===== src/rtl/gps_fxp_mul_arbiter.sv =====
// Round-robin arbiter sharing one pipelined signed Q8.8 multiplier.
// Optional saturation counter: define GPS_MUL_SAT_CNT_EN.
module gps_fxp_mul_arbiter #(
    parameter int NUM_REQ = 4,
    parameter int MUL_LAT = 2
) (
    input  logic                 clk,
    input  logic                 rst_n,
    input  logic                 flush,
    input  logic [NUM_REQ-1:0]   req_valid,
    input  logic [16*NUM_REQ-1:0] req_a,
    input  logic [16*NUM_REQ-1:0] req_b,
    output logic [NUM_REQ-1:0]   req_ready,
    output logic [NUM_REQ-1:0]   rsp_valid,
    output logic [15:0]          rsp_data,
    output logic                 rsp_sat,
    output logic                 busy
`ifdef GPS_MUL_SAT_CNT_EN
    ,
    input  logic                 sat_cnt_clr,
    output logic [15:0]          sat_cnt
`endif
);

    localparam int PW = (NUM_REQ > 1) ? $clog2(NUM_REQ) : 1;
    localparam int RS = (MUL_LAT > 1) ? MUL_LAT - 1 : 1;

    logic [PW-1:0]      ptr;
    logic [PW-1:0]      gidx;
    logic [NUM_REQ-1:0] gnt;
    logic               acc;
    logic [15:0]        ga;
    logic [15:0]        gb;
    logic [15:0]        ma;
    logic [15:0]        mb;
    logic               mv;
    logic [16:0]        mres;
    logic [MUL_LAT-1:0] pv;
    logic [NUM_REQ-1:0] ptag [MUL_LAT];
    logic [15:0]        rd [RS];
    logic               rs [RS];

    function automatic logic [16:0] fxmul(input logic [15:0] a, input logic [15:0] b);
        logic signed [31:0] p;
        logic signed [31:0] r;
        p = $signed({{16{a[15]}}, a}) * $signed({{16{b[15]}}, b});
        r = (p + 32'sd128) >>> 8;
        if (r > 32'sd32767)
            fxmul = {1'b1, 16'h7FFF};
        else if (r < -32'sd32768)
            fxmul = {1'b1, 16'h8000};
        else
            fxmul = {1'b0, r[15:0]};
    endfunction

    // Two passes: requesters at/above the pointer first, then wrap.
    always_comb begin
        gnt  = '0;
        gidx = ptr;
        acc  = 1'b0;
        for (int i = 0; i < NUM_REQ; i++) begin
            if (!acc && PW'(i) >= ptr && req_valid[i]) begin
                acc    = 1'b1;
                gnt[i] = 1'b1;
                gidx   = PW'(i);
            end
        end
        for (int i = 0; i < NUM_REQ; i++) begin
            if (!acc && req_valid[i]) begin
                acc    = 1'b1;
                gnt[i] = 1'b1;
                gidx   = PW'(i);
            end
        end
        if (flush) begin
            gnt = '0;
            acc = 1'b0;
        end
    end

    always_comb begin
        ga = '0;
        gb = '0;
        for (int i = 0; i < NUM_REQ; i++) begin
            if (gnt[i]) begin
                ga = req_a[16*i +: 16];
                gb = req_b[16*i +: 16];
            end
        end
    end

    always_ff @(posedge clk or negedge rst_n) begin
        if (!rst_n)
            ptr <= '0;
        else if (acc)
            ptr <= (gidx == PW'(NUM_REQ - 1)) ? '0 : gidx + 1'b1;
    end

    generate
        if (MUL_LAT == 1) begin : g_direct
            assign ma = ga;
            assign mb = gb;
            assign mv = acc;
        end else begin : g_s0
            logic [15:0] s0a;
            logic [15:0] s0b;
            always_ff @(posedge clk or negedge rst_n) begin
                if (!rst_n) begin
                    s0a <= '0;
                    s0b <= '0;
                end else if (acc) begin
                    s0a <= ga;
                    s0b <= gb;
                end
            end
            assign ma = s0a;
            assign mb = s0b;
            assign mv = pv[0] & ~flush;
        end
    endgenerate

    assign mres = fxmul(ma, mb);

    // Result stages only advance with a live op, so rsp_data holds when idle.
    always_ff @(posedge clk or negedge rst_n) begin
        if (!rst_n) begin
            for (int k = 0; k < RS; k++) begin
                rd[k] <= '0;
                rs[k] <= 1'b0;
            end
        end else begin
            if (mv) begin
                rd[0] <= mres[15:0];
                rs[0] <= mres[16];
            end
            for (int k = 1; k < RS; k++) begin
                if (pv[k] && !flush) begin
                    rd[k] <= rd[k-1];
                    rs[k] <= rs[k-1];
                end
            end
        end
    end

    always_ff @(posedge clk or negedge rst_n) begin
        if (!rst_n) begin
            pv <= '0;
            for (int k = 0; k < MUL_LAT; k++)
                ptag[k] <= '0;
        end else begin
            pv[0]   <= acc;
            ptag[0] <= gnt;
            for (int k = 1; k < MUL_LAT; k++) begin
                pv[k]   <= pv[k-1] & ~flush;
                ptag[k] <= ptag[k-1];
            end
        end
    end

    assign req_ready = gnt;
    assign rsp_valid = pv[MUL_LAT-1] ? ptag[MUL_LAT-1] : '0;
    assign rsp_data  = rd[RS-1];
    assign rsp_sat   = pv[MUL_LAT-1] & rs[RS-1];
    assign busy      = |pv;

`ifdef GPS_MUL_SAT_CNT_EN
    always_ff @(posedge clk or negedge rst_n) begin
        if (!rst_n)
            sat_cnt <= '0;
        else if (sat_cnt_clr)
            sat_cnt <= '0;
        else if (rsp_sat && sat_cnt != 16'hFFFF)
            sat_cnt <= sat_cnt + 16'd1;
    end
`endif

endmodule

===== config.mk =====
export PLATFORM = sky130hd
export DESIGN_NAME = gps_fxp_mul_arbiter
export DESIGN_NICKNAME = d
export VERILOG_FILES = /design/src/rtl/gps_fxp_mul_arbiter.sv
export SDC_FILE = /design/constraint.sdc
export NUM_CORES = 1
export LEC_CHECK = 0
export BUFFER_PORTS_ARGS = -buffer_cell sky130_fd_sc_hd__buf_4
export CAP_MARGIN = 20
export CORE_ASPECT_RATIO = 1.1
export CORE_MARGIN = 5
export CORE_UTILIZATION = 30
export CTS_BUF_LIST = sky130_fd_sc_hd__clkbuf_8 sky130_fd_sc_hd__clkbuf_16
export DETAILED_ROUTE_END_ITERATION = 8
export SYNTH_ARGS = -nofsm -noshare
export SYNTH_HDL_FRONTEND = slang
export SYNTH_SLANG_ARGS = --single-unit
export TNS_END_PERCENT = 100

===== constraint.sdc =====
create_clock -name clk -period 7.5 [get_ports clk]
set_clock_uncertainty 0.2 [all_clocks]
set_input_delay 1.125 -clock clk [delete_from_list [all_inputs] [get_ports clk]]
set_output_delay 1.125 -clock clk [all_outputs]
set_load 0.005 [all_outputs]

# Yosys cells after proc, flatten, opt, wreduce, memory -nomap -nowiden
# Index checks and enable logic that the tools add are counted.
[totals]
wordCells = 77
out_inout_bits = 26
input_bits = 135
regBits = 61
[op_classes]
n_bitwise = 3
multipliers = 1
n_addsub = 2
magnitude_cmp = 6
eq_ne = 1
reduce_logical = 19
muxes = 37
[op_table]
columns = ["operator", "n"]
rows = [
  ["16-bit two-way mux", 8],
  ["17-bit two-way mux", 2],
  ["32-bit by 9-bit adder with 32-bit output (second input constant)", 1],
  ["16-bit by 16-bit multiplier with 32-bit output", 1],
  ["24-bit by 16-bit > comparator with 1-bit output (second input constant)", 1],
  ["24-bit by 16-bit less-than comparator with 1-bit output (second input constant)", 1],
  ["2-bit two-way mux", 9],
  ["1-bit two-way mux", 16],
  ["1-bit logical AND", 11],
  ["4-bit two-way mux", 2],
  ["1-bit zero test", 7],
  ["1-bit by 2-bit >= comparator with 1-bit output (first input constant)", 2],
  ["2-bit >= comparator (first input constant)", 2],
  ["2-bit by 1-bit adder with 2-bit output (second input constant)", 1],
  ["1-bit bitwise AND", 2],
  ["2-bit == test (second input constant)", 1],
  ["2-bit OR reduction", 1],
  ["1-bit inverter", 1],
]

# Depth between registers and ports, before layout
# Gate-level depths: netlist of the first run.
[logic_depth]
depth_word = 32
mapped_depth = 26
depth_no_buf = 23

# Worst setup path before layout of the first run
# OpenSTA, ideal clock, no wires.
[synth_path]
path_kind = "register to register"
startpoint = "reg g_s0.s0b[7]"
endpoint = "reg rd (netlist bit rsp_data[10])"
t_arrival_ns = 6.740
period_less_slack_ns = 7.068
t_required_ns = 7.171
slack_ns = 0.432
n_path_buf = 4
setup_ns = 0.129
path_stages_with_launch = 27
cell_sequence = "dfrtp_1 > clkbuf_1 > clkbuf_1 > nand2_1 > fa_1 > inv_1 > fa_1 > inv_1 > fa_1 > inv_1 > fa_1 > fa_1 > inv_1 > fa_1 > inv_1 > ha_1 > clkbuf_1 > nand2_1 > or3_1 > nor3b_1 > a21oi_1 > nand3_1 > xor2_1 > or4_4 > o21ai_4 > buf_6 > o22ai_1"
[synth_between]
elab_chain_cells = 5
elab_cells_between_ends = 6
cone_classes = "add/sub: 1; mul: 1; order compare: 2; mux: 2"
[synth_lines]
columns = ["element", "line", "source"]
rows = [
  ["start: declaration", "106", "logic [15:0] s0b;"],
  ["start signal: assignment", "113", "s0b <= gb;"],
  ["16-bit by 16-bit multiplier with 32-bit output *", "46", "p = $signed({{16{a[15]}}, a}) * $signed({{16{b[15]}}, b});"],
  ["32-bit by 9-bit adder with 32-bit output *", "47", "r = (p + 32'sd128) >>> 8;"],
  ["24-bit by 16-bit less-than comparator with 1-bit output", "50", "else if (r < -32'sd32768)"],
  ["17-bit two-way mux", "50", ""],
  ["17-bit two-way mux *", "48", "if (r > 32'sd32767)"],
  ["end signal: indexed assignment", "138", "rd[k] <= rd[k-1];"],
  ["end: declaration", "40", "logic [15:0] rd [RS];"],
]
# Every way passes the cells marked *; elsewhere a longest branch is shown, timed or not.
# A chain may end at the register's enable or synchronous reset.

# Worst setup path in the final report of the first run
[layout_path]
startpoint = "reg g_s0.s0a[8]"
endpoint = "reg rd (netlist bit rsp_data[8])"
[layout_between]
elab_chain_cells = 5
elab_cells_between_ends = 6
cone_classes = "add/sub: 1; mul: 1; order compare: 2; mux: 2"
[layout_lines]
columns = ["element", "line", "source"]
rows = [
  ["start: declaration", "105", "logic [15:0] s0a;"],
  ["start signal: assignment", "112", "s0a <= ga;"],
  ["16-bit by 16-bit multiplier with 32-bit output *", "46", ""],
  ["32-bit by 9-bit adder with 32-bit output *", "47", ""],
  ["24-bit by 16-bit less-than comparator with 1-bit output", "50", ""],
  ["17-bit two-way mux", "50", ""],
  ["17-bit two-way mux *", "48", ""],
]
# Marks and branches as above.

==> results of run 1 <==
[worst register-to-register path, stage by stage, from the launching register on]
cell and delay, ps:
dfrtp_1 810, nand2_1 170, fa_1 540, inv_1 60, fa_1 440, fa_1 560
fa_1 440, fa_1 490, inv_1 50, fa_1 480, inv_1 40, ha_1 350
a21oi_1 250, o211ai_1 180, a21o_1 240, a221oi_1 560, nand3_1 120, and3_1 210
o41a_1 480, buf_4 220, o22ai_1 130
[area by class of cell]
type | count | share of cell area (%)
clock buffers | 9 | 1.47
clock inverters | 7 | 0.793
inverters | 326 | 7.99
multi-input cells | 1018 | 65.3
flip-flops and latches | 61 | 10.0
well taps | 574 | 4.69
repair buffers | 193 | 9.67
[placed cells by master, fill, tap and decap left out, types with 3 or more instances in the layout]
| master | n |
|---|---|
| inv_1 | 326 |
| fa_1 | 260 |
| buf_4 | 191 |
| nand2_1 | 174 |
| and2_1 | 117 |
| ha_1 | 77 |
| nor2_1 | 74 |
| o21ai_0 | 67 |
| a21oi_1 | 64 |
| dfrtp_1 | 53 |
| a221o_1 | 33 |
| o22ai_1 | 18 |
| xnor2_1 | 18 |
| a21o_1 | 14 |
| xor2_1 | 10 |
| clkbuf_16 | 9 |
| nand3_1 | 8 |
| dfrtp_2 | 8 |
| nand2b_1 | 7 |
| nand4_1 | 6 |
| or2_2 | 5 |
| and3_1 | 5 |
| nor2b_1 | 5 |
| or3_1 | 4 |
| o21a_1 | 4 |
| a31oi_1 | 4 |
| o211ai_1 | 3 |
| nand3b_1 | 3 |
| bufinv_16 | 3 |
[metrics by stage]
stage / hold slack [ps] / area [um^2] / std cells
finish: 148 / 15300 / 2188
floorplan: 131 / 13000 / 1472
CTS: 149 / 15200 / 2186
global placement: 131 / 14900 / 2170
detailed placement: 136 / 14900 / 2170
global route: 161 / 15300 / 2188
[metal layers]
layer	up-vias	track usage [%]	routed length, um
li1	4801	-	-
met1	5348	18.4	13800
met2	180	29.9	19900
met3	70	1.46	851
met4	0	5.38	1220
met5	-	0	0
[cells by family after synthesis]
| kind of cell | share of synthesized area [%] |
|---|---|
| adders and majority gates | 47.8 |
| buffers and inverters | 11.4 |
| DFF | 11.7 |
| xor gates and xnor gates | 1.89 |
| and+or+nand+nor | 15.9 |
| AOI/OAI and AO/OA | 11.3 |
[path summary, 6_finish.rpt]
check                                  from      endpoint  slack, ps  depth (start not counted)
min in group asynchronous             rst_n   g_s0.s0a[1]        680                          1
worst max register to register  g_s0.s0a[8]   rsp_data[8]        400                         20
max in group asynchronous             rst_n  g_s0.s0a[13]       5800                          1
worst max-delay path            g_s0.s0a[8]   rsp_data[8]        400                         20
worst min register to register      ptag[4]       ptag[0]        150                          0
worst min-delay path                ptag[4]       ptag[0]        150                          0
[what timing repair did]
action                                  4_1_cts  5_1_grt
endpoints found under the setup margin        0       16
gates resized for setup                       0       10
buffers inserted                              0        1
[sequential cells by signal (all words and copies together), names as in the netlist]
signal and count:
g_s0.s0a 16, ptag 8, pv 2, ptr 2, rsp_data 16, g_s0.s0b 16
rs 1
==> flow_metrics.py, run 1 <==
metrics = {
    "floorplanning": {
        "io-pin-count": 161,
        "die_w_um": 208,
        "num_rows": 80,
        "start_util_pct": 30.1,
        "die_h_um": 228,
        "coreArea_um2": 43100,
        "dieArea_um2": 47600,
    },
    "timing": {
        "fin_crit_sh_pct": 94.6,
        "hold_viol": 0,
        "fmax_ghz": 0.141,
        "fin_tns_setup_ps": 0,
        "setup_ws_ps": 403,
        "slew_headroom_pct": 43.2,
        "setup_viol": 0,
        "period_needed_ps": 7100,
        "worstMarginPinSlew_ps": 851,
        "grt_setup_unrepaired": "no",
        "report.final.slew_viol_count": 0,
    },
    "worst_setup_path": {
        "cp-end-kind": "flop",
        "crit_arrival_ps": 7160,
        "cp_slowest_stage_delay_ps": 810,
        "crit_chain": "nand2_1 -> fa_1 -> inv_1 -> fa_1 -> fa_1 -> fa_1 -> fa_1 -> inv_1 -> fa_1 -> inv_1 -> ha_1 -> a21oi_1 -> o211ai_1 -> a21o_1 -> a221oi_1 -> nand3_1 -> and3_1 -> o41a_1 -> buf_4 -> o22ai_1",
        "crit_top_cell": "fa_1",
        "cp_top_family": "adder cells",
        "startpoint_type": "flop",
        "cp.required_ps": 7560,
        "slowest_stage": "dfrtp_1",
        "cp_max_fo": 17,
        "worst-path-buf-inv": 4,
        "critPathKind": "flop to flop",
    },
    "synthesis": {
        "yosysSeqAreaShare_pct": 11.7,
        "syn_nets": 1946,
        "synth_warnings": 0,
        "yosysMostFrequentCell": "inv_1",
        "avgSynthCellArea_um2": 8.83,
        "yosys-top-cells-area": "fa_1 (40%), dfrtp_1 (12%), inv_1 (9.4%)",
        "yosys_register_bits": 61,
        "synth_cell_types": 54,
        "synth.largest_area_cell": "fa_1",
        "synth_top_area_share_pct": 40.4,
        "synthFlopType": "dfrtp_1",
        "syn_area_um2": 13000,
        "synthCells": 1472,
        "ys_async_sr_fraction_pct": 100,
        "synth-edff-count": 0,
        "synthTopCellsByCount": "inv_1 (326), fa_1 (262), nand2_1 (174)",
    },
    "global_routing": {
        "grt_use_total_pct": 15.7,
        "grt_first_pass_wirelength_um": 60900,
        "overflow": 0,
        "antenna_found_initial": 0,
        "grt_max_degree": 62,
        "grt_pass1_vias": 11700,
    },
    "clocking": {
        "clock_latency_ps": 350,
        "clk_pin_slew_worst_paths_ps": 60,
        "numClockSinks": 61,
        "numCtsBuffers": 9,
        "cts_tree": "done",
        "clockBufferDepth": 2,
        "h-tree-depth": 3,
        "cts-root-buf": "clkbuf_16",
        "cts_hold_buf": 0,
    },
    "drt": {
        "drc": 0,
        "route.antenna.remaining_nets": 0,
        "wl_um": 35800,
        "wl_per_cell_um": 16.3,
        "vias": 10400,
        "drt_pre_antenna_iters": 5,
        "first_iter_violations": 450,
        "vias_per_cell": 4.75,
    },
    "job": {
        "cap_violations": 0,
    },
    "final_layout": {
        "utilization_pct": 35.5,
        "num-nets-final": 2083,
        "regArea_um2": 1540,
        "antenna_cells": 0,
        "final.fill_count": 4424,
        "area_growth_pct": 17.8,
        "drive_above_1_share_pct": 14.7,
        "multi_input_area_um2": 10000,
    },
    "outcome": {
        "status": "completed",
    },
    "placement": {
        "dp_hpwl_um": 29700,
        "io_buffers": 160,
        "place_ws_ps": 226,
        "gp_congestion": 0.843,
    },
    "hold_path": {
        "hp-class": "flop to flop",
    },
}
Power of run 1 is not shown: default switching activity piles up to over one toggle a cycle in this logic, so the estimate is an artifact.
==> run 2: changes to the inputs <==
--- a/config.mk
+++ b/config.mk
@@ -5,13 +5,13 @@
 export SDC_FILE = /design/constraint.sdc
 export NUM_CORES = 1
 export LEC_CHECK = 0
-export BUFFER_PORTS_ARGS = -buffer_cell sky130_fd_sc_hd__buf_4
 export CAP_MARGIN = 20
 export CORE_ASPECT_RATIO = 1.1
 export CORE_MARGIN = 5
 export CORE_UTILIZATION = 30
 export CTS_BUF_LIST = sky130_fd_sc_hd__clkbuf_8 sky130_fd_sc_hd__clkbuf_16
 export DETAILED_ROUTE_END_ITERATION = 8
+export DONT_BUFFER_PORTS = 1
 export SYNTH_ARGS = -nofsm -noshare
 export SYNTH_HDL_FRONTEND = slang
 export SYNTH_SLANG_ARGS = --single-unit
==> run 2 against run 1 <==
Net effect:
- global-route usage decreased by 0.89 points
- non-clock buffer count decreased by 160
- worst setup slack got worse by 31 ps
- maximum frequency decreased by 0.43%
- design area decreased by 7.9%
- sequential share of layout area increased by 0.84 points
- core utilization decreased by 2.8 points
- flip-flop and latch count unchanged
- first-iteration DRC count increased by 19%
- routed wire length decreased by 4.2%
- hold slack got worse by 1.8 ps
==> flow_metrics.py, run 2 (same netlist as run 1, synthesis figures left out) <==
metrics = {
    "outcome": {
        "status": "completed",
    },
    "global_routing": {
        "grt_max_degree": 62,
        "grt_pass1_vias": 10800,
        "antenna_found_initial": 0,
        "grt_first_pass_wirelength_um": 57400,
        "overflow": 0,
        "grt_use_total_pct": 14.8,
    },
    "worst_setup_path": {
        "cp-end-kind": "flop",
        "crit_end": "rsp_data[3]",
        "reg2reg_to": "rsp_data[3]",
        "critPathKind": "flop to flop",
        "slowest_stage": "fa_1",
        "crit_top_cell": "fa_1",
        "worstReg2RegStart": "g_s0.s0a[14]",
        "startpoint_type": "flop",
        "cp_slowest_stage_delay_ps": 550,
        "crit_start": "g_s0.s0a[14]",
        "crit_chain": "buf_4 -> and2_1 -> fa_1 -> inv_1 -> fa_1 -> fa_1 -> inv_1 -> fa_1 -> fa_1 -> inv_1 -> fa_1 -> inv_1 -> ha_1 -> a21oi_1 -> o21ai_0 -> o21a_1 -> a221oi_1 -> nand3_1 -> and3_1 -> o41a_1 -> buf_4 -> o22ai_1",
        "cp_max_fo": 14,
        "crit_arrival_ps": 7180,
        "cp.required_ps": 7560,
        "r2r_slack_ps": 370,
        "rr_worst_depth": 22,
    },
    "job": {
        "cap_violations": 0,
    },
    "drt": {
        "drc": 0,
        "first_iter_violations": 536,
        "route.antenna.remaining_nets": 0,
        "vias": 9883,
        "drt_pre_antenna_iters": 6,
        "wl_per_cell_um": 16.9,
        "wl_met3_um": 1150,
        "wl_met1_um": 13100,
        "highest_layer": "met4",
        "vias_per_cell": 4.87,
        "wl_um": 34200,
        "wl_met2_um": 18700,
    },
    "timing": {
        "hold_viol": 0,
        "period_needed_ps": 7130,
        "slew_headroom_pct": 49.5,
        "fin_crit_sh_pct": 95.0,
        "worstMarginPinSlew_ps": 757,
        "report.final.slew_viol_count": 0,
        "setup_viol": 0,
        "grt_setup_unrepaired": "no",
        "fmax_ghz": 0.140,
        "fin_tns_setup_ps": 0,
    },
    "floorplanning": {
        "dieArea_um2": 47600,
        "die_h_um": 228,
        "num_rows": 80,
        "die_w_um": 208,
        "io-pin-count": 161,
        "coreArea_um2": 43100,
        "start_util_pct": 30.1,
    },
    "placement": {
        "gp_congestion": 0.860,
        "dp_hpwl_um": 28500,
        "placed_cell_area_um2": 13700,
        "io_buffers": 0,
    },
    "clocking": {
        "h-tree-depth": 3,
        "numClockSinks": 61,
        "cts_tree": "done",
        "clockBufferDepth": 2,
        "clock_latency_ps": 350,
        "numCtsBuffers": 9,
        "cts-root-buf": "clkbuf_16",
        "clk_pin_slew_worst_paths_ps": 60,
    },
    "final_layout": {
        "num-nets-final": 1923,
        "final_cell_area_um2": 14100,
        "final_cell_mix": "inv_1 (326), fa_1 (261), nand2_1 (174)",
        "final_common_cell": "inv_1",
        "drive_above_1_share_pct": 5.16,
        "antenna_cells": 0,
        "area_growth_pct": 8.55,
    },
    "hold_path": {
        "hp-class": "flop to flop",
        "hold_depth": 0,
        "hp-start": "ptag[5]",
    },
}
run 2: cell count changes in the layout (fill, tap and decap cells not counted), sizes merged:
cell / previous run / this run
buf: 193 / 33
run 2: cell type report:
cell class                 instances  area [um^2]
fill                            4475        29000
multi-input combinational       1018        10000
sequential                        61         1530
inverter                         326         1220
tap                              574          718
timing repair buffer              33          280
clock buffer                       9          225
clock inverter                     7          121
run 2: layer usage:
layer,GRT usage [%],vias to the layer above
met5,0,-
met4,5.42,0
met3,1.22,63
met2,28.0,279
met1,17.5,5064
li1,-,4477
run 2: worst max-delay path: cells and delay by family (launching register included):
family / cells / cell delay (ps)
AO/OA/AOI/OAI: 6 / 1710
AND/OR/NAND/NOR: 3 / 510
flip-flops: 1 / 540
buffers and inverters: 6 / 690
adder cells (fa/ha/maj): 7 / 3380
run 2: what timing repair did:
action                                  CTS  global route
resized for setup                         0             7
hold buffers                              0             0
buffers inserted                          0             1
endpoints found under the setup margin    0            16
run 2: how the worst min path moves through the flow:
stage                         end
after floorplan           ptag[0]
after CTS                 ptag[1]
final                     ptag[1]
after detailed placement  ptag[1]
after global placement    ptag[2]
after global routing      ptag[2]
run 2: through the flow:
step                      hold WS [ps]  setup WS [ps]  utilization (%)  instances
after floorplan                    131            432                -       1472
after global placement             132            324             31.8       2010
after detailed placement           135            235             31.8       2010
after CTS                          147            193             32.6       2026
after global routing               162           46.5             32.7       2028
final                              146            372             32.7       2028
Power of run 2 is left out for the same reason.
